--- src/rtl/f_pc_gen_if.sv ---
// Fetch-side bundle between the PC generator and its pipeline/memory neighbours.
// The slave modport is the PC generator; the master modport drives control and redirects.
interface f_pc_gen_if #(
    parameter int WIDTH = 32
);
  logic             en;
  logic             req_ready;
  logic             br_valid;
  logic [WIDTH-1:0] br_target;
  logic             exc_valid;
  logic             eret_valid;
  logic [WIDTH-1:0] epc_in;
  logic [WIDTH-1:0] pc;
  logic             req_valid;
  logic             pend;
  logic             pc_misalign;

  modport master (
    output en, req_ready, br_valid, br_target, exc_valid, eret_valid, epc_in,
    input  pc, req_valid, pend, pc_misalign
  );

  modport slave (
    input  en, req_ready, br_valid, br_target, exc_valid, eret_valid, epc_in,
    output pc, req_valid, pend, pc_misalign
  );
endinterface

--- src/rtl/f_pc_gen.sv ---
// Fetch PC generator: BOOT/RUN/PEND FSM with exception, eret and branch redirects.
// Optional F_PC_MISALIGN_TRAP_EN turns misaligned redirect targets into an EXC_PC trap.
module f_pc_gen #(
    parameter int               WIDTH    = 32,
    parameter logic [WIDTH-1:0] RESET_PC = WIDTH'(32'h0000_3000),
    parameter logic [WIDTH-1:0] EXC_PC   = WIDTH'(32'h0000_4180),
    parameter int               STEP     = 4
) (
    input  logic          clk,
    input  logic          reset,
    f_pc_gen_if.slave     bus
);
  typedef enum logic [1:0] {
    S_BOOT = 2'd0,
    S_RUN  = 2'd1,
    S_PEND = 2'd2
  } state_t;

  localparam logic [WIDTH-1:0] STEP_W = WIDTH'(STEP);
  localparam logic [WIDTH-1:0] ALIGN_MASK = ~(WIDTH'(3));

  state_t           r_state;
  logic [WIDTH-1:0] r_pc;
  logic [WIDTH-1:0] r_pend_tgt;
  logic             r_req_valid;
  logic             r_pend;

  logic             w_adv;
  logic             w_do_redir;
  logic [WIDTH-1:0] w_tgt;
  logic [WIDTH-1:0] w_load;
  logic             w_trap;

  function automatic logic is_misaligned(input logic [WIDTH-1:0] t);
    return |t[1:0];
  endfunction

  assign w_adv = bus.en & r_req_valid & bus.req_ready;

  // eret beats branch beats pending; exception is handled ahead of all of these in the FSM
  always_comb begin
    w_tgt      = r_pend_tgt;
    w_do_redir = 1'b0;
    if (bus.eret_valid) begin
      w_tgt      = bus.epc_in;
      w_do_redir = 1'b1;
    end else if (bus.br_valid && w_adv) begin
      w_tgt      = bus.br_target;
      w_do_redir = 1'b1;
    end else if ((r_state == S_PEND) && w_adv) begin
      w_tgt      = r_pend_tgt;
      w_do_redir = 1'b1;
    end else begin
      w_do_redir = 1'b0;
    end
  end

`ifdef F_PC_MISALIGN_TRAP_EN
  assign w_trap = is_misaligned(w_tgt);
  assign w_load = w_trap ? EXC_PC : w_tgt;
`else
  assign w_trap = 1'b0;
  assign w_load = w_tgt & ALIGN_MASK;
`endif

`ifdef F_PC_MISALIGN_TRAP_EN
  logic r_misalign;

  // one-cycle trap pulse, only when a redirect actually loads (exception overrides it)
  always_ff @(posedge clk or negedge reset) begin
    if (!reset) begin
      r_misalign <= 1'b0;
    end else begin
      r_misalign <= w_trap & w_do_redir & ~bus.exc_valid;
    end
  end

  assign bus.pc_misalign = r_misalign;
`else
  assign bus.pc_misalign = 1'b0;
`endif

  // PC/state FSM; a branch that cannot advance is parked in r_pend_tgt
  always_ff @(posedge clk or negedge reset) begin
    if (!reset) begin
      r_state     <= S_BOOT;
      r_pc        <= RESET_PC;
      r_pend_tgt  <= '0;
      r_req_valid <= 1'b0;
      r_pend      <= 1'b0;
    end else if (bus.exc_valid) begin
      r_pc        <= EXC_PC;
      r_pend_tgt  <= '0;
      r_state     <= S_RUN;
      r_req_valid <= 1'b1;
      r_pend      <= 1'b0;
    end else if (w_do_redir) begin
      r_pc        <= w_load;
      r_pend_tgt  <= '0;
      r_state     <= S_RUN;
      r_req_valid <= 1'b1;
      r_pend      <= 1'b0;
    end else if (bus.br_valid) begin
      r_pend_tgt  <= bus.br_target;
      r_state     <= S_PEND;
      r_req_valid <= 1'b1;
      r_pend      <= 1'b1;
    end else begin
      case (r_state)
        S_BOOT: begin
          r_state     <= S_RUN;
          r_req_valid <= 1'b1;
          r_pend      <= 1'b0;
        end
        S_RUN: begin
          if (w_adv) begin
            r_pc <= r_pc + STEP_W;
          end else begin
            r_pc <= r_pc;
          end
        end
        S_PEND: begin
          r_pc <= r_pc;
        end
        default: begin
          r_state     <= S_BOOT;
          r_req_valid <= 1'b0;
          r_pend      <= 1'b0;
        end
      endcase
    end
  end

  assign bus.pc        = r_pc;
  assign bus.req_valid = r_req_valid;
  assign bus.pend      = r_pend;

  logic w_unused;
  assign w_unused = w_trap;
endmodule

--- src/flat_wrapper.sv ---
// flat-port wrapper written by rule: the top's interface ports become plain ports
module f_pc_gen_flat 
#(
    parameter int               WIDTH    = 32,
    parameter logic [WIDTH-1:0] RESET_PC = WIDTH'(32'h0000_3000),
    parameter logic [WIDTH-1:0] EXC_PC   = WIDTH'(32'h0000_4180),
    parameter int               STEP     = 4
)
  (clk, reset, bus_en, bus_req_ready, bus_br_valid, bus_br_target, bus_exc_valid, bus_eret_valid, bus_epc_in, bus_pc, bus_req_valid, bus_pend, bus_pc_misalign);
  f_pc_gen_if #(.WIDTH(WIDTH)) bus_i ();
  input  logic clk;
  input  logic reset;
  input wire logic [$bits(bus_i.en)-1:0] bus_en;
  input wire logic [$bits(bus_i.req_ready)-1:0] bus_req_ready;
  input wire logic [$bits(bus_i.br_valid)-1:0] bus_br_valid;
  input wire logic [$bits(bus_i.br_target)-1:0] bus_br_target;
  input wire logic [$bits(bus_i.exc_valid)-1:0] bus_exc_valid;
  input wire logic [$bits(bus_i.eret_valid)-1:0] bus_eret_valid;
  input wire logic [$bits(bus_i.epc_in)-1:0] bus_epc_in;
  output wire logic [$bits(bus_i.pc)-1:0] bus_pc;
  output wire logic [$bits(bus_i.req_valid)-1:0] bus_req_valid;
  output wire logic [$bits(bus_i.pend)-1:0] bus_pend;
  output wire logic [$bits(bus_i.pc_misalign)-1:0] bus_pc_misalign;
  assign bus_i.en = bus_en;
  assign bus_i.req_ready = bus_req_ready;
  assign bus_i.br_valid = bus_br_valid;
  assign bus_i.br_target = bus_br_target;
  assign bus_i.exc_valid = bus_exc_valid;
  assign bus_i.eret_valid = bus_eret_valid;
  assign bus_i.epc_in = bus_epc_in;
  assign bus_pc = bus_i.pc;
  assign bus_req_valid = bus_i.req_valid;
  assign bus_pend = bus_i.pend;
  assign bus_pc_misalign = bus_i.pc_misalign;
  f_pc_gen #(.WIDTH(WIDTH), .RESET_PC(RESET_PC), .EXC_PC(EXC_PC), .STEP(STEP)) u_core (.clk(clk), .reset(reset), .bus(bus_i));
endmodule
--- config.mk ---
export PLATFORM = sky130hd
export DESIGN_NAME = f_pc_gen_flat
export DESIGN_NICKNAME = d
export VERILOG_FILES = /design/src/rtl/f_pc_gen_if.sv /design/src/rtl/f_pc_gen.sv /design/src/flat_wrapper.sv
export SDC_FILE = /design/constraint.sdc
export NUM_CORES = 1
export LEC_CHECK = 0
export BUFFER_PORTS_ARGS = -buffer_cell sky130_fd_sc_hd__buf_4
export CAP_MARGIN = 20
export CORE_AREA = 2 2 88 90
export CTS_BUF_LIST = sky130_fd_sc_hd__clkbuf_4 sky130_fd_sc_hd__clkbuf_8
export DETAILED_ROUTE_END_ITERATION = 10
export DIE_AREA = 0 0 90 92
export GPL_TIMING_DRIVEN = 0
export HOLD_SLACK_MARGIN = 0.08
export PLACE_DENSITY = 0.81
export SETUP_SLACK_MARGIN = 0.3
export SLEW_MARGIN = 20
export SYNTH_ARGS = -nofsm -noshare
export SYNTH_HDL_FRONTEND = slang
export SYNTH_SLANG_ARGS = --single-unit
--- constraint.sdc ---
create_clock -name clk -period 2.6 [get_ports clk]
set_clock_uncertainty 0.05 [all_clocks]
set_input_delay 0.13 -clock clk [delete_from_list [all_inputs] [get_ports clk]]
set_output_delay 0.13 -clock clk [all_outputs]
set_load 0.005 [all_outputs]
==> Word level (Yosys, flattened, before mapping) <==
Cells that the tools add are included.
{ "totals": {"wordCells": 45, "out_inout_bits": 35, "register_bits": 68, "mem_bits_ro": 0, "latchBits": 0, "ram_bits": 0, "memories": 0} }
{ "classes": {"n_lt_le_gt_ge": 0, "reduce_logical": 8, "mul": 0, "shift": 0, "muxes": 25, "n_addsub": 1, "bitwise": 2, "div_mod_pow": 0, "n_eq_ne": 4} }
{ "op_table": {"columns": ["operator", "n"], "rows": [
  ["32-bit 2-to-1 mux", 10],
  ["32-bit by 3-bit adder with 32-bit output, second input constant", 1],
  ["1-bit 2-to-1 mux", 10],
  ["3-bit nonzero test", 3],
  ["2-bit 2-to-1 mux", 3],
  ["4-bit by 1-bit inequality test with 1-bit output, second input constant", 1],
  ["2-bit one-hot mux with 2 select lines", 1],
  ["3-bit by 1-bit inequality test with 1-bit output, second input constant", 1],
  ["3-bit AND reduction", 1],
  ["1-bit bitwise AND", 2],
  ["2-bit by 1-bit == test with 1-bit output, second input constant", 1],
  ["2-bit == test, second input constant", 1],
  ["1-bit logical AND", 2],
  ["2-bit logical NOT", 1],
  ["1-bit one-hot mux with 2 select lines", 1],
  ["2-bit OR reduction", 1]
]} }

==> Longest topological paths before layout <==
Gate-level depths: netlist of run 1.
{ "logic_depth": {"ltp_word": 8, "depth_mapped": 8, "depth_no_buf": 7} }

==> Worst setup path after synthesis of run 1 <==
Ideal clock, no wire load.
{ "synth_path": {"kind": "reg2reg", "from": "register u_core.bus.pend (netlist name)", "to": "register u_core.r_pc[8] (netlist: u_core.bus.pc[8])", "path_stages_with_launch": 9, "path_buffers": 1, "arrival_time_ps": 1742, "required_time_ps": 2404, "synth_period_minus_slack_ps": 1938, "setup_time_ps": 146, "slack_ps": 662, "cell_sequence": "dfrtp_1 -> inv_1 -> ha_1 -> or3_1 -> a211oi_2 -> buf_2 -> a21oi_1 -> nor2_1 -> a221oi_1"} }
{ "synth_rtl": {"columns": ["element", "line_no", "text"], "rows": [
  ["to (signal assigned)", "f_pc_gen.sv:98", "r_pc <= w_load;"],
  ["to (signal assigned)", "f_pc_gen.sv:117", "r_pc <= r_pc + STEP_W;"],
  ["to (signal assigned)", "f_pc_gen.sv:119", "r_pc <= r_pc;"],
  ["to (decl)", "f_pc_gen.sv:23", "logic [WIDTH-1:0] r_pc;"]
]} }

==> Worst setup path after layout of run 1 <==
{ "layout_path": {"from": "register u_core.r_pc[3] (netlist: u_core.bus.pc[3])", "to": "register u_core.r_pc[28] (netlist: u_core.bus.pc[28])"} }
{ "layout_via": {"elab_chain_len": 6} }
{ "layout_rtl": {"columns": ["element", "line_no", "text"], "rows": [
  ["32-bit by 3-bit adder with 32-bit output", "f_pc_gen.sv:117", null],
  ["32-bit 2-to-1 mux", "f_pc_gen.sv:116", "if (w_adv) begin"],
  ["32-bit 2-to-1 mux", "f_pc_gen.sv:109", "case (r_state)"],
  ["32-bit 2-to-1 mux", "f_pc_gen.sv:103", "end else if (bus.br_valid) begin"],
  ["32-bit 2-to-1 mux", "f_pc_gen.sv:97", "end else if (w_do_redir) begin"],
  ["32-bit 2-to-1 mux", "f_pc_gen.sv:91", "end else if (bus.exc_valid) begin"]
]} }
Every way passes these cells. The select of a mux whose other input is x is not followed.
A chain may end at the register's enable or synchronous reset.

==> results of run 1 <==
path summary, 6_finish.rpt:
kind | startpoint | to | slack, ns | cells after the start
worst max-delay path | u_core.bus.pc[3] | u_core.bus.pc[28] | 0.36 | 6
worst min-delay path | bus_epc_in[10] | u_core.bus.pc[10] | 0.09 | 3
worst max register to register | u_core.bus.pc[3] | u_core.bus.pc[28] | 0.36 | 6
worst min register to register | u_core.r_pend_tgt[24] | u_core.r_pend_tgt[24] | 0.47 | 2
max in group asynchronous | reset | u_core.bus.req_valid | 1.61 | 2
min in group asynchronous | reset | u_core.bus.pc[15] | 0.35 | 2
critical path, delay by kind of cell (launching register included):
kind / cells / cell delay [ns]
simple gates: 5 / 1.38
flops: 1 / 0.47
fa+ha+maj: 1 / 0.28
final cells by class:
type / instances / area [um2]
multi-input cells: 329 / 2200
fillers: 570 / 1970
flip-flops and latches: 63 / 1580
repair buffers: 144 / 1180
plain buffers: 29 / 138
clock buffers: 10 / 131
well taps: 102 / 128
clock inverters: 6 / 85.1
inverters: 8 / 30.0
metal layers:
layer | vias up | wire, um
met5 | - | 0
li1 | 1895 | -
met2 | 311 | 6410
met1 | 2046 | 5160
met3 | 55 | 1260
met4 | 0 | 519
power breakdown:
part	switching [uW]	internal [uW]
sequential	67.3	1030
clock	415	547
combinational	265	262
stage by stage:
step | setup WS (ns) | util (%) | power, uW | hold slack (ns)
global placement | 0.285 | 64.2 | 1550 | 0.220
finish | 0.362 | 73.6 | 2590 | 0.0875
floorplan | 0.662 | - | 1320 | -0.216
global route | 0.267 | 73.6 | 2680 | 0.104
CTS | 0.303 | 72.9 | 2560 | 0.0846
detailed placement | 0.168 | 64.2 | 1560 | 0.221
registers in the layout, indices dropped and copies added, names as in the netlist:
signal and count:
u_core.r_state 1, u_core.bus.pend 1, u_core.bus.req_valid 1, u_core.r_pend_tgt 30, u_core.bus.pc 30
timing repair:
| item | CTS | global route |
|---|---|---|
| setup endpoints to repair | 25 | 16 |
| pin swaps | 1 | 2 |
| gates resized for setup | 0 | 8 |
| buffers inserted | 3 | 2 |
| hold endpoints to repair | 101 | 0 |
| hold buffers | 41 | 0 |
cells by family after synthesis:
| logic type | synth area share, % |
|---|---|
| muxes | 12.7 |
| AOI/OAI and AO/OA | 17.3 |
| xor gates and xnor gates | 2.24 |
| DFF | 40.4 |
| buffers and inverters | 4.13 |
| adders and majority gates | 1.28 |
| and+or+nand+nor | 21.8 |
| other | 0.0959 |
placed cells by master (no fill, tap or decap), types with 9 or more instances in the layout:
cell type / netlist / layout
buf_4: 4 / 107
dfrtp_1: 61 / 61
nor2_1: 47 / 47
mux2i_1: 43 / 43
dlygate4sd3_1: 0 / 41
nand2_1: 38 / 38
nand3_1: 38 / 38
o21ai_0: 21 / 21
a21oi_1: 15 / 15
clkbuf_1: 14 / 13
o211ai_1: 11 / 11
clkbuf_8: 0 / 9
==> impl_metrics.tcl, run 1 <==
set metrics [dict create \
    cts_inserted_buffers 9 \
    slowest_delay_ns 0.55 \
    num_vias 4307 \
    syn_inst 427 \
    setup-violations-final 0 \
    synth_area_leaders "dfrtp_1 39%, mux2i_1 11%, nand3_1 4.9%" \
    yosys.area.top_type "dfrtp_1" \
    n_antenna_cell 0 \
    layout_min_cycle_time_ns 2.24 \
    ys_async_sr_fraction_pct 100 \
    synthesis.area_um2 3910 \
    drc 0 \
    synthTopCellsByCount "61 x dfrtp_1, 47 x nor2_1, 43 x mux2i_1" \
    drt_iter0_drc 547 \
    cts.sink_count 63 \
    finalCritPeriodShare_pct 86.1 \
    fmax_mhz 447 \
    grt_setup_unrepaired "yes" \
    tns_ns 0 \
    clk_latency_ns 0.35 \
    port_buffers 98 \
    drive_above_1_share_pct 25.1 \
    arrival_ns 2.47 \
    worst_pin_slew_ns 0.804 \
    initial_core_util_pct 52.5 \
    cts_buffer_depth 2 \
    layout.nets 659 \
    max-slew-margin-rel_pct 46.4 \
    tritoncts "yes" \
    ys_ff_latch 63 \
    worstPathMaxFanout 7 \
    yosysTopAreaCellShare_pct 39.0 \
    slew_violations 0 \
    hold_class "primary input to register" \
    hold_violations 0 \
    cap_violations 0 \
    crit_type "register to register" \
    yosys_warnings 0 \
    cp-start-kind "register" \
    grt_util_all_layers_pct 32.1 \
    cts_root_buf "clkbuf_8" \
    yosysMostFrequentCell "dfrtp_1" \
    grt_overflow 0 \
    endpoint_kind "register" \
    ioPinCount 106 \
    routed_wirelength_um 13400 \
    yosysUniqueCellTypes 60 \
    synth_edf_count 0 \
    synth-seq-area-share_pct 40.4 \
    dp_hpwl_um 9090 \
    syn2layout_area_growth_pct 40.1 \
    grt_max_degree 64 \
    via_per_inst 6.23 \
    htree_levels 3 \
    ant_nets 0 \
    routabilityCongestion 0.928 \
    use_met2_pct 52.3 \
    die-width_um 90 \
    path_clk_slew_ns 0.07 \
    grt.busiest_layer "met2" \
    postLayoutCellArea_um2 5480 \
    crit_required_ns 2.83 \
    post_synth.cell_area_avg_um2 9.16 \
    dpl_cell_area_um2 4780 \
    die_height_um 92 \
    slowest_stage "or4_1" \
    core_area_um2 7450 \
    grt_pass1_wl_um 20700 \
    met1_usage_pct 42.2 \
    drt_first_pass_iters 5 \
    die_area_um2 8280 \
    synth-main-ff-cell "dfrtp_1" \
    post_drt_wl_per_cell_um 19.3 \
    grt_util_met3_pct 5.42 \
    crit_chain "ha_1 -> nand4_2 -> nor3_4 -> nand2_1 -> or4_1 -> nand3_1" \
    place_inst 629 \
    final_cells 691 \
    rows 32 \
    first_global_vias 4057 \
    peakVddDrop_v 0.000324 \
    power.density_nw_per_um2 472 \
    grt_antenna_before_repair 0 \
    status "completed" \
    p_leak_uw 0.00257 \
]
Note: power is estimated with default switching activity, not from simulation.
==> run 2: changes to the inputs <==
--- a/config.mk
+++ b/config.mk
@@ -7,13 +7,15 @@
 export LEC_CHECK = 0
 export BUFFER_PORTS_ARGS = -buffer_cell sky130_fd_sc_hd__buf_4
 export CAP_MARGIN = 20
-export CORE_AREA = 2 2 88 90
+export CELL_PAD_IN_SITES_DETAIL_PLACEMENT = 0
+export CELL_PAD_IN_SITES_GLOBAL_PLACEMENT = 1
+export CORE_AREA = 2 2 101 103
 export CTS_BUF_LIST = sky130_fd_sc_hd__clkbuf_4 sky130_fd_sc_hd__clkbuf_8
 export DETAILED_ROUTE_END_ITERATION = 10
-export DIE_AREA = 0 0 90 92
+export DIE_AREA = 0 0 103 105
 export GPL_TIMING_DRIVEN = 0
 export HOLD_SLACK_MARGIN = 0.08
-export PLACE_DENSITY = 0.81
+export PLACE_DENSITY_LB_ADDON = 0.1
 export SETUP_SLACK_MARGIN = 0.3
 export SLEW_MARGIN = 20
 export SYNTH_ARGS = -nofsm -noshare
==> run 2 against run 1 <==
  * Setup slack improved by 0.083 ns
  * Sequential share of layout area down 0.14 points
  * Worst hold slack improved by 0.011 ns
  * Non-clock buffer count stayed put
  * Sequential cell count is the same
  * Register-to-register slack improved by 0.08 ns
  * Sequential power hardly changed
  * Final cell count is 4.5% higher
  * Utilization is 16 points lower
  * Critical endpoint is now u_core.bus.pc[21]
==> impl_metrics.tcl, run 2 (same netlist as run 1, synthesis figures left out) <==
set metrics [dict create \
    status "completed" \
    arrival_ns 2.33 \
    crit_type "register to register" \
    die_area_um2 10800 \
    layout_min_cycle_time_ns 2.15 \
    worst_slack_ns 0.446 \
    port_buffers 98 \
    intPower_uw 1860 \
    tns_ns 0 \
    via_per_inst 5.62 \
    p_leak_uw 0.00257 \
    worstPathMaxFanout 8 \
    cts_root_buf "clkbuf_8" \
    cts_inserted_buffers 9 \
    hold_violations 0 \
    die-width_um 103 \
    drt_first_pass_iters 4 \
    dp_hpwl_um 9860 \
    slew_violations 0 \
    grt_pass1_wl_um 21400 \
    crit_chain "nand4_1 -> nor4_2 -> nand3_1 -> a21o_1 -> a22o_1" \
    holdPathEnd "u_core.bus.pc[15]" \
    routed_wirelength_um 13700 \
    grt_util_all_layers_pct 26.1 \
    ant_nets 0 \
    grt_max_degree 64 \
    core_area_um2 9640 \
    rows 36 \
    regToRegEndpoint "u_core.bus.pc[21]" \
    slowest_delay_ns 0.61 \
    final_common_cell "buf_4" \
    initial_core_util_pct 40.6 \
    p_seq_share_pct 42.2 \
    n_antenna_cell 0 \
    power.density_nw_per_um2 471 \
    drt_iter0_drc 225 \
    cap_violations 0 \
    die_height_um 105 \
    clk_latency_ns 0.34 \
    drive_above_1_share_pct 25.6 \
    cts.sink_count 63 \
    syn2layout_area_growth_pct 40.8 \
    final_cell_mix "110 x buf_4, 61 x dfrtp_1, 47 x nor2_1" \
    path_clk_slew_ns 0.08 \
    num_vias 4058 \
    hold_class "primary input to register" \
    hold_depth 3 \
    max-slew-margin-rel_pct 44.2 \
    tritoncts "yes" \
    power.switching_uw 732 \
    r2r_slack_ns 0.45 \
    dpl_worst_slack_ns 0.192 \
    finalCritPeriodShare_pct 82.9 \
    switching_share_pct 28.2 \
    setup-violations-final 0 \
    total_power_uw 2590 \
    cp-start-kind "register" \
    slowest_stage "nor4_2" \
    r2r_start "u_core.bus.pc[12]" \
    post_drt_wl_per_cell_um 18.9 \
    drc 0 \
    grt_setup_unrepaired "yes" \
    holdCritStartpoint "bus_epc_in[15]" \
    holdWs_ns 0.0984 \
    endpoint_kind "register" \
    first_global_vias 4031 \
    grt_overflow 0 \
    p_comb_share_pct 20.1 \
    grt_antenna_before_repair 0 \
    layout.nets 659 \
    fmax_mhz 464 \
    worst_pin_slew_ns 0.838 \
    cts_buffer_depth 2 \
    r2r_cells 5 \
    peakVddDrop_v 0.000227 \
    pwr-share-clk_pct 37.6 \
    ioPinCount 106 \
    htree_levels 3 \
    routabilityCongestion 0.871 \
    crit_required_ns 2.78 \
]
run 2: cell count changes in the layout (fill, tap and decap cells not counted), sizes merged:
cell	before	now
clkinvlp	2	0
buf	116	119
dlygate4sd3	41	39
clkbuf	26	27
run 2: routing by layer:
layer / vias to the layer above / track usage, % / wire length [um] / share of wire [%]
li1: 1900 / - / - / -
met1: 1980 / 36.7 / 6110 / 45
met2: 157 / 41.7 / 6580 / 48
met3: 21 / 3.75 / 741 / 5.4
met4: 0 / 7.24 / 238 / 1.7
met5: - / 0 / 0 / 0
run 2: layout make-up:
cell class              count  area, um2
inverters                   8       30.0
multi-input cells         329       2200
flip-flops and latches     63       1580
fillers                   946       4130
clock buffers              12        146
plain buffers              29        139
repair buffers            144       1180
well taps                 133        166
clock inverters             4       70.1
run 2: stage by stage:
stage | instances | instance area (um2) | utilization (%)
final | 722 | 5510 | 57.1
after global routing | 722 | 5510 | 57.1
after CTS | 718 | 5460 | 56.6
after detailed placement | 660 | 4820 | 50.0
after global placement | 660 | 4820 | 50.0
after floorplan | 429 | 3920 | -
run 2: critical path: cells and delay by family (launching register included):
kind               cells  cell delay, ns
DFF                    1            0.57
AOI/OAI and AO/OA      2            0.36
and+or+nand+nor        3            1.06
run 2: worst max-delay path by stage:
stage	startpoint	endpoint	slack (ns)	cells after the start
floorplan	u_core.bus.pend	u_core.bus.pc[8]	0.66	8
global placement	u_core.bus.req_valid	u_core.r_pend_tgt[19]	0.19	4
detailed placement	u_core.bus.req_valid	u_core.r_pend_tgt[22]	0.19	4
CTS	u_core.bus.req_valid	u_core.bus.pc[23]	0.33	6
global route	u_core.bus.pc[12]	u_core.bus.pc[23]	0.28	5
finish	u_core.bus.pc[12]	u_core.bus.pc[21]	0.45	5
run 2: power by group through the flow:
stage	Combinational, uW	Clock [uW]	Sequential (uW)
2_1_floorplan	218	0	1100
3_3_place_gp	459	0	1110
3_5_place_dp	463	0	1110
4_1_cts	516	986	1090
5_1_grt	568	1030	1100
6_report	522	976	1090
run 2: what timing repair did:
item                                   in CTS  in global routing
hold buffers                               39                  0
setup endpoints to repair                  32                 21
resized for setup                           1                  9
pin swaps                                   1                  2
buffers inserted                            3                  4
endpoints found under the hold margin      99                  0
==> run 3: changes to the inputs <==
--- a/config.mk
+++ b/config.mk
@@ -9,10 +9,10 @@
 export CAP_MARGIN = 20
 export CELL_PAD_IN_SITES_DETAIL_PLACEMENT = 0
 export CELL_PAD_IN_SITES_GLOBAL_PLACEMENT = 1
-export CORE_AREA = 2 2 101 103
+export CORE_AREA = 2 2 106 108
 export CTS_BUF_LIST = sky130_fd_sc_hd__clkbuf_4 sky130_fd_sc_hd__clkbuf_8
 export DETAILED_ROUTE_END_ITERATION = 10
-export DIE_AREA = 0 0 103 105
+export DIE_AREA = 0 0 108 110
 export GPL_TIMING_DRIVEN = 0
 export HOLD_SLACK_MARGIN = 0.08
 export PLACE_DENSITY_LB_ADDON = 0.1
==> constraint.sdc (replaced) <==
create_clock -name clk -period 1.9 [get_ports clk]
set_clock_uncertainty 0.05 [all_clocks]
set_input_delay 0.095 -clock clk [delete_from_list [all_inputs] [get_ports clk]]
set_output_delay 0.095 -clock clk [all_outputs]
set_load 0.005 [all_outputs]
==> run 3 against run 2 <==
  * Critical endpoint is now u_core.bus.pc[28]
  * Critical path type unchanged
  * Highest routed layer unchanged
  * Sequential share of layout area decreased by 5.9 points
  * Critical path depth up 1
  * The flow now finishes with violations (setup timing)
  * Via count rose by 7.0%
  * Worst hold slack worse by 0.0066 ns
  * Clock-buffer cell count up 1
  * Global-route usage is 0.29 points higher
==> impl_metrics.tcl, run 3 (same netlist as run 1, synthesis figures left out) <==
set metrics [dict create \
    regToRegEndpoint "u_core.bus.pc[28]" \
    tritoncts "yes" \
    grt_util_all_layers_pct 26.4 \
    holdCritStartpoint "bus_epc_in[5]" \
    r2r_start "u_core.bus.pc[12]" \
    dp_hpwl_um 10300 \
    r2r_cells 6 \
    htree_levels 3 \
    grt_overflow 0 \
    path_clk_slew_ns 0.08 \
    p_leak_uw 0.00316 \
    hold_class "primary input to register" \
    crit_required_ns 2.07 \
    initial_core_util_pct 36.6 \
    arrival_ns 2.15 \
    setup-violations-final 15 \
    layout_min_cycle_time_ns 1.98 \
    slew_violations 0 \
    num_vias 4342 \
    r2r_slack_ns -0.08 \
    final_common_cell "buf_4" \
    violations "setup timing" \
    hold_depth 3 \
    drt_iter0_drc 236 \
    total_power_uw 4070 \
    cap_violations 0 \
    die-width_um 108 \
    ant_nets 0 \
    port_buffers 98 \
    cts.sink_count 63 \
    ioPinCount 106 \
    worst_slack_ns -0.0750 \
    routabilityCongestion 0.859 \
    cts_buffer_depth 2 \
    hold_violations 0 \
    core_area_um2 10700 \
    grt_max_degree 64 \
    max-slew-margin-rel_pct 41.4 \
    clk_latency_ns 0.36 \
    grt_antenna_before_repair 0 \
    worst_pin_slew_ns 0.879 \
    status "finished, violations left" \
    via_per_inst 5.45 \
    routed_wirelength_um 15800 \
    final_cell_mix "137 x buf_4, 52 x dlygate4sd3_1, 50 x dfrtp_1" \
    n_antenna_cell 0 \
    cp-start-kind "register" \
    power.density_nw_per_um2 583 \
    grt_pass1_wl_um 23300 \
    drive_above_1_share_pct 46.3 \
    drt_first_pass_iters 5 \
    post_drt_wl_per_cell_um 19.9 \
    worstPathMaxFanout 6 \
    cts_root_buf "clkbuf_8" \
    fmax_mhz 506 \
    die_height_um 110 \
    rows 38 \
    endpoint_kind "register" \
    final_util_pct 65.3 \
    cts_inserted_buffers 9 \
    finalCritPeriodShare_pct 104 \
    layout.nets 726 \
    crit_type "register to register" \
    syn2layout_area_growth_pct 78.5 \
    grt_setup_unrepaired "yes" \
    drc 0 \
    first_global_vias 4232 \
    peakVddDrop_v 0.000509 \
    die_area_um2 11900 \
    tns_ns -0.723 \
    holdPathEnd "u_core.bus.pc[5]" \
]
[run 3: cell types whose count changed in the layout (fill, tap and decap cells not counted), moves of 9 or more]
| cell | previous run | this run |
|---|---|---|
| buf_4 | 110 | 137 |
| buf_6 | 0 | 21 |
| dfrtp_1 | 61 | 50 |
| dlygate4sd3_1 | 39 | 52 |
| nand3_1 | 38 | 29 |
| nor2_4 | 1 | 13 |
| nor2_1 | 47 | 25 |
| dfrtp_2 | 0 | 11 |
| nor2_2 | 0 | 10 |
[run 3: power by group]
group          internal [uW]  switching (uW)  total [uW]
registers               1410            98.9        1510
clock network            954             573        1530
logic                    554             476        1030
total                   2920            1150        4070
[run 3: stage by stage]
step	setup WS [ns]	std cells	instance area (um2)	hold slack, ns
after floorplan	0.0848	429	4040	-0.251
after global placement	-0.569	667	4950	0.215
after detailed placement	-0.427	668	4960	0.220
after CTS	-0.0778	771	6390	0.0826
after global routing	-0.145	796	6980	0.104
final	-0.0750	796	6980	0.0918
[run 3: worst max-delay path: stages, from the launching register on]
cell	delay, ns
dfstp_2	0.58
nand4_1	0.21
buf_4	0.23
nor3_4	0.21
nand2_4	0.12
o311ai_1	0.36
nand3_2	0.09
[run 3: how the worst max path moves through the flow]
stage | startpoint | end | slack, ns | cells past startpoint
6_report | u_core.bus.pc[12] | u_core.bus.pc[28] | -0.08 | 6
5_1_grt | u_core.bus.pc[12] | u_core.bus.pc[28] | -0.15 | 6
4_1_cts | u_core.bus.pend | u_core.bus.pc[8] | -0.08 | 9
3_5_place_dp | u_core.r_state[0] | u_core.r_pend_tgt[26] | -0.43 | 7
3_3_place_gp | u_core.r_state[0] | u_core.r_pend_tgt[26] | -0.57 | 6
2_1_floorplan | u_core.bus.pend | u_core.bus.pc[8] | 0.08 | 8
[run 3: repair_timing]
| item | in CTS | in global routing |
|---|---|---|
| buffers inserted | 34 | 19 |
| endpoints found under the setup margin | 63 | 62 |
| gates cloned | 3 | 4 |
| hold buffers | 50 | 2 |
| gates resized for setup | 81 | 82 |
| endpoints found under the hold margin | 110 | 2 |
| pin swaps | 29 | 38 |
[run 3: routing by layer]
metal	wire [um]	vias up	GRT usage, %
li1	-	2032	-
met1	6760	2129	35.7
met2	7900	155	44.4
met3	843	26	3.23
met4	315	0	8.33
met5	0	-	0
[run 3: layout make-up]
class                   count  area [um2]
plain buffers              29         267
clock buffers              13         160
clock inverters             3        90.1
fillers                   919        3710
inverters                   8        30.0
multi-input cells         329        2730
flip-flops and latches     63        1590
well taps                 140         175
repair buffers            211        1940
